==> config.mk <==
export PLATFORM = sky130hd
export DESIGN_NAME = next_level_banner_ctrl
export DESIGN_NICKNAME = d
export VERILOG_FILES = /design/src/rtl/next_level_banner_ctrl.sv
export SDC_FILE = /design/constraint.sdc
export NUM_CORES = 1
export LEC_CHECK = 0
export BUFFER_PORTS_ARGS = -buffer_cell sky130_fd_sc_hd__clkbuf_2
export CORE_ASPECT_RATIO = 1.5
export CORE_MARGIN = 10
export CORE_UTILIZATION = 55
export CTS_CLUSTER_SIZE = 14
export DETAILED_ROUTE_END_ITERATION = 8
export PLACE_DENSITY = 0.86
export RECOVER_POWER = 100
export SYNTH_ARGS = -nofsm -noshare
export SYNTH_HDL_FRONTEND = slang
export SYNTH_SLANG_ARGS = --single-unit
==> constraint.sdc <==
create_clock -name clk -period 6.7 [get_ports clk]
set_clock_uncertainty 0.1 [all_clocks]
set_input_delay 1.34 -clock clk [delete_from_list [all_inputs] [get_ports clk]]
set_output_delay 1.34 -clock clk [all_outputs]
set_load 0.1 [all_outputs]
==> src/rtl/next_level_banner_ctrl.sv <==
// "Next Level" banner animator: slides a 152x112 bitmap in from above, holds it, slides it out, pulses done.
// Optional BANNER_SKIP_EN: skip during SLIDE_IN/HOLD jumps straight to SLIDE_OUT.
module next_level_banner_ctrl #(
   parameter int OBJECT_WIDTH  = 152,
   parameter int OBJECT_HEIGHT = 112,
   parameter int TARGET_X      = 244,
   parameter int TARGET_Y      = 184,
   parameter int SPEED_Y       = 8,
   parameter int HOLD_FRAMES   = 120,
   parameter int SCREEN_H      = 480
) (
   input  logic        clk,
   input  logic        reset,
   input  logic        start,
   input  logic        startOfFrame,
   input  logic [10:0] pixelX,
   input  logic [10:0] pixelY,
   input  logic        skip,
   output logic        InsideRectangle,
   output logic [10:0] offsetX,
   output logic [10:0] offsetY,
   output logic        busy,
   output logic        done
);

   typedef enum logic [2:0] {IDLE, SLIDE_IN, HOLD, SLIDE_OUT, FINISH} state_t;

   localparam int HC_W = $clog2(HOLD_FRAMES);
   localparam logic signed [11:0] TOP_IDLE = 12'(-OBJECT_HEIGHT);
   localparam logic signed [11:0] TGT_Y    = 12'(TARGET_Y);
   localparam logic signed [11:0] SCR_H    = 12'(SCREEN_H);
   localparam logic signed [11:0] OBJ_H    = 12'(OBJECT_HEIGHT);
   localparam logic signed [11:0] STEP_Y   = 12'(SPEED_Y);
   localparam logic [10:0] X_LO = 11'(TARGET_X);
   localparam logic [10:0] X_HI = 11'(TARGET_X + OBJECT_WIDTH);
   localparam logic [HC_W-1:0] HOLD_LAST = HC_W'(HOLD_FRAMES - 1);

   state_t            state, state_n;
   logic signed [11:0] top_y, top_y_n, top_step;
   logic [HC_W-1:0]    hold_cnt, hold_cnt_n;
   logic               skip_go;

`ifdef BANNER_SKIP_EN
   assign skip_go = skip && (state == SLIDE_IN || state == HOLD);
`else
   logic unused_skip;
   assign unused_skip = skip;
   assign skip_go     = 1'b0;
`endif

   assign top_step = top_y + STEP_Y;

   always_comb begin
      state_n    = state;
      top_y_n    = top_y;
      hold_cnt_n = hold_cnt;
      case (state)
         IDLE: begin
            top_y_n = TOP_IDLE;
            if (start) state_n = SLIDE_IN;
         end
         SLIDE_IN: begin
            if (skip_go) begin
               state_n    = SLIDE_OUT;
               hold_cnt_n = '0;
            end else if (startOfFrame) begin
               if (top_step >= TGT_Y) begin
                  top_y_n    = TGT_Y;
                  hold_cnt_n = '0;
                  state_n    = HOLD;
               end else begin
                  top_y_n = top_step;
               end
            end
         end
         HOLD: begin
            if (skip_go) begin
               state_n    = SLIDE_OUT;
               hold_cnt_n = '0;
            end else if (startOfFrame) begin
               hold_cnt_n = hold_cnt + 1'b1;
               if (hold_cnt == HOLD_LAST) state_n = SLIDE_OUT;
            end
         end
         SLIDE_OUT: begin
            if (startOfFrame) begin
               top_y_n = top_step;
               if (top_step >= SCR_H) state_n = FINISH;
            end
         end
         FINISH: begin
            state_n = IDLE;
            top_y_n = TOP_IDLE;
         end
         default: begin
            state_n = IDLE;
            top_y_n = TOP_IDLE;
         end
      endcase
   end

   // Y test is signed so a banner partly above the screen still hits row 0.
   logic signed [11:0] py_s, dy;
   logic               in_x, in_y, hit;
   assign py_s = $signed({1'b0, pixelY});
   assign dy   = py_s - top_y;
   assign in_x = (pixelX >= X_LO) && (pixelX < X_HI);
   assign in_y = (py_s >= top_y) && (py_s < top_y + OBJ_H);
   assign hit  = (state != IDLE) && in_x && in_y;

   always_ff @(posedge clk) begin
      if (reset) begin
         state           <= IDLE;
         top_y           <= TOP_IDLE;
         hold_cnt        <= '0;
         InsideRectangle <= 1'b0;
         offsetX         <= '0;
         offsetY         <= '0;
         busy            <= 1'b0;
         done            <= 1'b0;
      end else begin
         state           <= state_n;
         top_y           <= top_y_n;
         hold_cnt        <= hold_cnt_n;
         InsideRectangle <= hit;
         offsetX         <= hit ? (pixelX - X_LO) : 11'd0;
         offsetY         <= hit ? dy[10:0] : 11'd0;
         busy            <= (state_n != IDLE);
         done            <= (state_n == FINISH);
      end
   end

endmodule

[Word level (Yosys, flattened, before mapping)]
Cells that the tools add are included.
Word-level totals
  memories: 0
  register bits after elaboration: 47
  bits in latches: 0
  input port bits: 27
  ROM bits: 0
  output and inout port bits: 25
  RAM bits: 0
  word-level logic and storage cells: 57
Cells by class
  muxes and demuxes: 16
  shifts and indexed selects: 0
  bitwise operators: 2
  divide/modulo/power cells: 0
  add/subtract/negate cells: 5
  $lt $le $gt $ge: 6
  reductions and logical operators: 11
  equal/unequal tests: 9
  $mul: 0
Operators by type and width (count)
  $mux W12: 3
  $pmux W12 S3: 1
  $mux W3: 7
  $mux W7: 3
  $pmux W7 S2: 1
  $add A12 B5 Y12 const B: 1
  $add A12 B8 Y12 const B: 1
  $ge A12 B10 Y1 const B: 1
  $ge A12 B12 Y1: 1
  $ge A12 B9 Y1 const B: 1
  $lt A12 B12 Y1: 1
  $pmux W3 S4: 1
  $ge A11 B8 Y1 const B: 1
  $lt A11 B9 Y1 const B: 1
  $sub A11 B11 Y11: 1
  $sub A11 B8 Y11 const B: 1
  $ne A2 B2 Y1 const B: 4
  $add A7 B1 Y7 const B: 1
  $eq A7 B7 Y1 const B: 1
  $eq A3 B2 Y1 const B: 2
  $reduce_bool A3 Y1: 2
  $logic_and A1 B1 Y1: 4
  $reduce_and A4 Y1: 1
  $eq A3 B1 Y1 const B: 1
  other kinds (6): 7

[Logic depth before layout (Yosys ltp)]
  depth in word-level cells: 6
  gate-level depth with buffers: 12

[Least setup slack after synthesis]
Ideal clock, no wire load.
  kind: in2reg
  from: input pixelY[3]
  to: register offsetX[7]
  setup time: 0.115 ns
  arrival: 2.744 ns
  cell stages on the path: 7
  required time: 6.485 ns
  path slack: 3.742 ns
  cells stage by stage: ha_1 > a21oi_2 > o211ai_1 > a221oi_2 > a221o_1 > buf_6 > nor2_1
On the way
  cells in the longest elaborated chain, start to end: 5
  elaborated cells between the ends (all ways): 6
  classes of those cells: order compare (2); bitwise (1); reduce/logical (3)
Ends and longest elaborated chain
  from (decl): RTL line 17  | input logic [10:0] pixelY,
  $ge A12 B12 Y1 or $lt A12 B12 Y1 (tied branches): RTL line 108  | assign in_y = (py_s >= top_y) && (py_s < top_y + OBJ_H);
  $logic_and A1 B1 Y1 *: RTL line 108
  $logic_and A1 B1 Y1 *: RTL line 109  | assign hit = (state != IDLE) && in_x && in_y;
  $not A1 Y1 (no source line) *
  $reduce_or A2 Y1 (no source line) *
  to (signal assigned): RTL line 126  | offsetX <= hit ? (pixelX - X_LO) : 11'd0;
  to (decl): RTL line 20  | output logic [10:0] offsetX,
Mark *: on every way between the ends. The rest lies on a longest branch, timed or not.
A chain may end at the register's enable or synchronous reset.

[Final worst setup path]
  from: input pixelY[3]
  to: register offsetY[5]
On the way
  cells in the longest elaborated chain, start to end: 5
  elaborated cells between the ends (all ways): 7
  classes of those cells: add/sub (1); order compare (2); bitwise (1); reduce/logical (3)
Ends and longest elaborated chain
  $ge A12 B12 Y1 or $lt A12 B12 Y1 (tied branches): RTL line 108
  $logic_and A1 B1 Y1: RTL line 108
  $logic_and A1 B1 Y1: RTL line 109
  $not A1 Y1 (no source line)
  $reduce_or A2 Y1 (no source line)
  to (signal assigned): RTL line 127  | offsetY <= hit ? dy[10:0] : 11'd0;
  to (decl): RTL line 21  | output logic [10:0] offsetY,
Several ways; a longest one is shown, not always the timed one.

==> results.cfg <==
[outcome]
status = finished clean

[sta]
tns_ns = 0
worstMarginPinSlew_ns = 1.19
hold_viol = 0
slew_headroom_pct = 20.7
final.min_clock_period_ns = 3.46
fin_crit_sh_pct = 51.7
rsz0062_at_grt = no
setup_violations = 0
fmax_mhz = 289
report.final.slew_viol_count = 0

[floorplanning]
num_rows = 30
initial_core_util_pct = 57.5
die-height_um = 105
design.core.area_um2 = 4620
die_w_um = 76.7
die_area_um2 = 8060
boundaryPins = 52

[global_route]
grtUsageTotal_pct = 15.2
grt_pass1_wl_um = 10500
grt_overflow = 0
grt_antenna_before_repair = 0
first_global_vias = 2400
grt_max_degree = 24

[cts]
cts_tree = built
clk_pin_slew_worst_paths_ns = 0.09
root_buffer = clkbuf_8
cts.sinks = 44
hold_buffers = 0
cts_made_buffers = 5
clkLatencyLatePin_ns = 0.30
cts_buffer_depth = 2
cts_resized = 0
htreeDepth = 2
cts_setup_buffers = 0

[setup_path]
crit_chain = clkbuf_2 -> ha_1 -> a21oi_2 -> o211ai_1 -> a221oi_1 -> a221o_1 -> nor3_1
r2r.worst_path.cells = 7
worstPathRequired_ns = 6.75
crit_path_max_incr_delay_ns = 0.78
critPathLaunchType = primary input
endpoint_kind = flop
slowest_stage = a221o_1
cp.arrival_ns = 3.51
reg2reg_slack_ns = 3.49
reg2reg_from = top_y[4]
worstPathMaxFanout = 23
crit_type = in -> reg
r2r_end = top_y[4]

[placed_design]
io_buffers = 50
dp_hpwl_um = 4930
dpl_cell_area_um2 = 2920
gp_congestion = 0.862

[job]
cap_violations = 0

[min_path]
min_path_cells = 2
worstHoldStart = hold_cnt[1]
min_to = hold_cnt[1]
hold_class = reg -> reg

[synth]
synth-edff-count = 0
synth_nets = 367
yosysSeqAreaShare_pct = 33.2
netlist_area_um2 = 2660
synth_flop_cell = dfxtp_1
ys_ff_latch = 44
ys_types = 59
synth_area_per_cell_um2 = 8.40
synth-async-reset-ratio_pct = 0
yosys_warnings = 0
syn-instance-count = 316

[finish]
final_cell_mix = dfxtp_1 (44), nor2_1 (37), clkbuf_1 (27)
syn_to_final_growth_pct = 10.7
final_nets = 415
drive_gt1_share_pct = 11.2
final_common_cell = dfxtp_1
fillerInstances = 416
final_cell_area_um2 = 2940
diodes = 0

[detailed_routing]
ant_nets = 0
routed_via_density = 5.55
dr.pass1.iters = 4
avgRoutedWirePerCell_um = 14.4
drtIter0Drc = 113
wl_um = 6190
drc = 0
routed-via-count = 2380

[power_and_ir_drop]
ir_drop_uv = 166
p_leak_nw = 1.24
p_per_area_nw_per_um2 = 172
[metal layers]
metal / vias to the layer above / track usage, % / wire length, µm
met3: 17 / 4.46 / 367
met2: 74 / 28.8 / 3220
li1: 1198 / - / -
met4: 0 / 6.53 / 165
met1: 1091 / 14.8 / 2440
met5: - / 0 / 0
[stage by stage]
step / setup WS (ns) / util, % / power [mW] / instances / hold WS (ns)
after CTS: 3.35 / 65.2 / 0.510 / 429 / 0.398
after global placement: 3.06 / 63.3 / 0.343 / 421 / 0.370
after global routing: 3.03 / 63.7 / 0.531 / 429 / 0.431
final: 3.24 / 63.7 / 0.505 / 429 / 0.404
after detailed placement: 3.04 / 63.3 / 0.344 / 421 / 0.384
after floorplan: 3.74 / - / 0.323 / 316 / 0.350
[critical path, delay by kind of cell]
family / cells / cell delay (ns)
compound gates: 4 / 1.59
simple gates: 1 / 0.14
buf+inv: 1 / 0.09
fa+ha+maj: 1 / 0.34
[cells by family (layout without fill, tap and decap cells)]
family | after synthesis | count (layout) | share of synthesized area, %
flip-flops | 44 | 44 | 33.2
buffers and inverters | 33 | 82 | 5.70
adder cells (fa/ha/maj) | 24 | 24 | 11.3
other | 2 | 2 | 0.283
XOR/XNOR | 27 | 27 | 8.91
multiplexers | 1 | 1 | 0.377
AO/OA/AOI/OAI | 68 | 68 | 17.9
AND/OR/NAND/NOR | 117 | 117 | 22.3
[state kept, by name, indices dropped and copies added, names as in the netlist]
| register | flops |
|---|---|
| offsetX | 11 |
| offsetY | 11 |
| top_y | 9 |
| hold_cnt | 7 |
| state | 3 |
| InsideRectangle | 1 |
| busy | 1 |
| done | 1 |
[layout make-up]
cell class	instances	area, µm²	area share, %
Timing Repair Buffer	50	216	7.36
Inverter	24	90.1	3.06
Tap cell	64	80.1	2.72
Clock inverter	3	18.8	0.638
Clock buffer	5	68.8	2.34
Sequential cell	44	881	30.0
Multi-Input combinational cell	239	1590	53.9
[power breakdown]
group	internal, mW	leakage [nW]	total (mW)	switching, mW
sequential	0.263	0.355	0.266	0.00251
combinational	0.0280	0.836	0.0725	0.0446
clock	0.0727	0.0479	0.167	0.0944
total	0.364	1.24	0.505	0.141
[how the worst max path moves through the flow]
| stage | start | to | depth (start not counted) |
|---|---|---|---|
| 6_report | pixelY[3] | offsetY[5] | 7 |
| 5_1_grt | pixelY[7] | offsetX[6] | 7 |
| 4_1_cts | pixelY[3] | offsetY[5] | 7 |
| 3_5_place_dp | pixelY[7] | offsetY[5] | 7 |
| 3_3_place_gp | pixelY[7] | offsetY[5] | 7 |
| 2_1_floorplan | pixelY[3] | offsetX[7] | 7 |
[cells in the mapped netlist (3+ instances only)]
cell type | n | area, µm²
a21oi_1 | 18 | 90.1
dfxtp_1 | 44 | 881
a21oi_2 | 3 | 26.3
o21a_1 | 3 | 22.5
xor2_1 | 11 | 96.3
nor4_1 | 3 | 18.8
inv_1 | 23 | 86.3
and3_1 | 5 | 31.3
a31oi_1 | 5 | 31.3
xnor2_1 | 16 | 140
buf_6 | 3 | 33.8
nor2_1 | 37 | 139
nand3_1 | 11 | 55.1
nor3_1 | 12 | 60.1
nand2b_1 | 3 | 18.8
ha_1 | 24 | 300
clkbuf_1 | 4 | 15.0
nand4_1 | 4 | 25.0
nand2_1 | 21 | 78.8
or3_1 | 4 | 25.0
o21ai_0 | 11 | 55.1
o211ai_1 | 3 | 22.5
No activity file was read; power rests on OpenSTA's default activity.
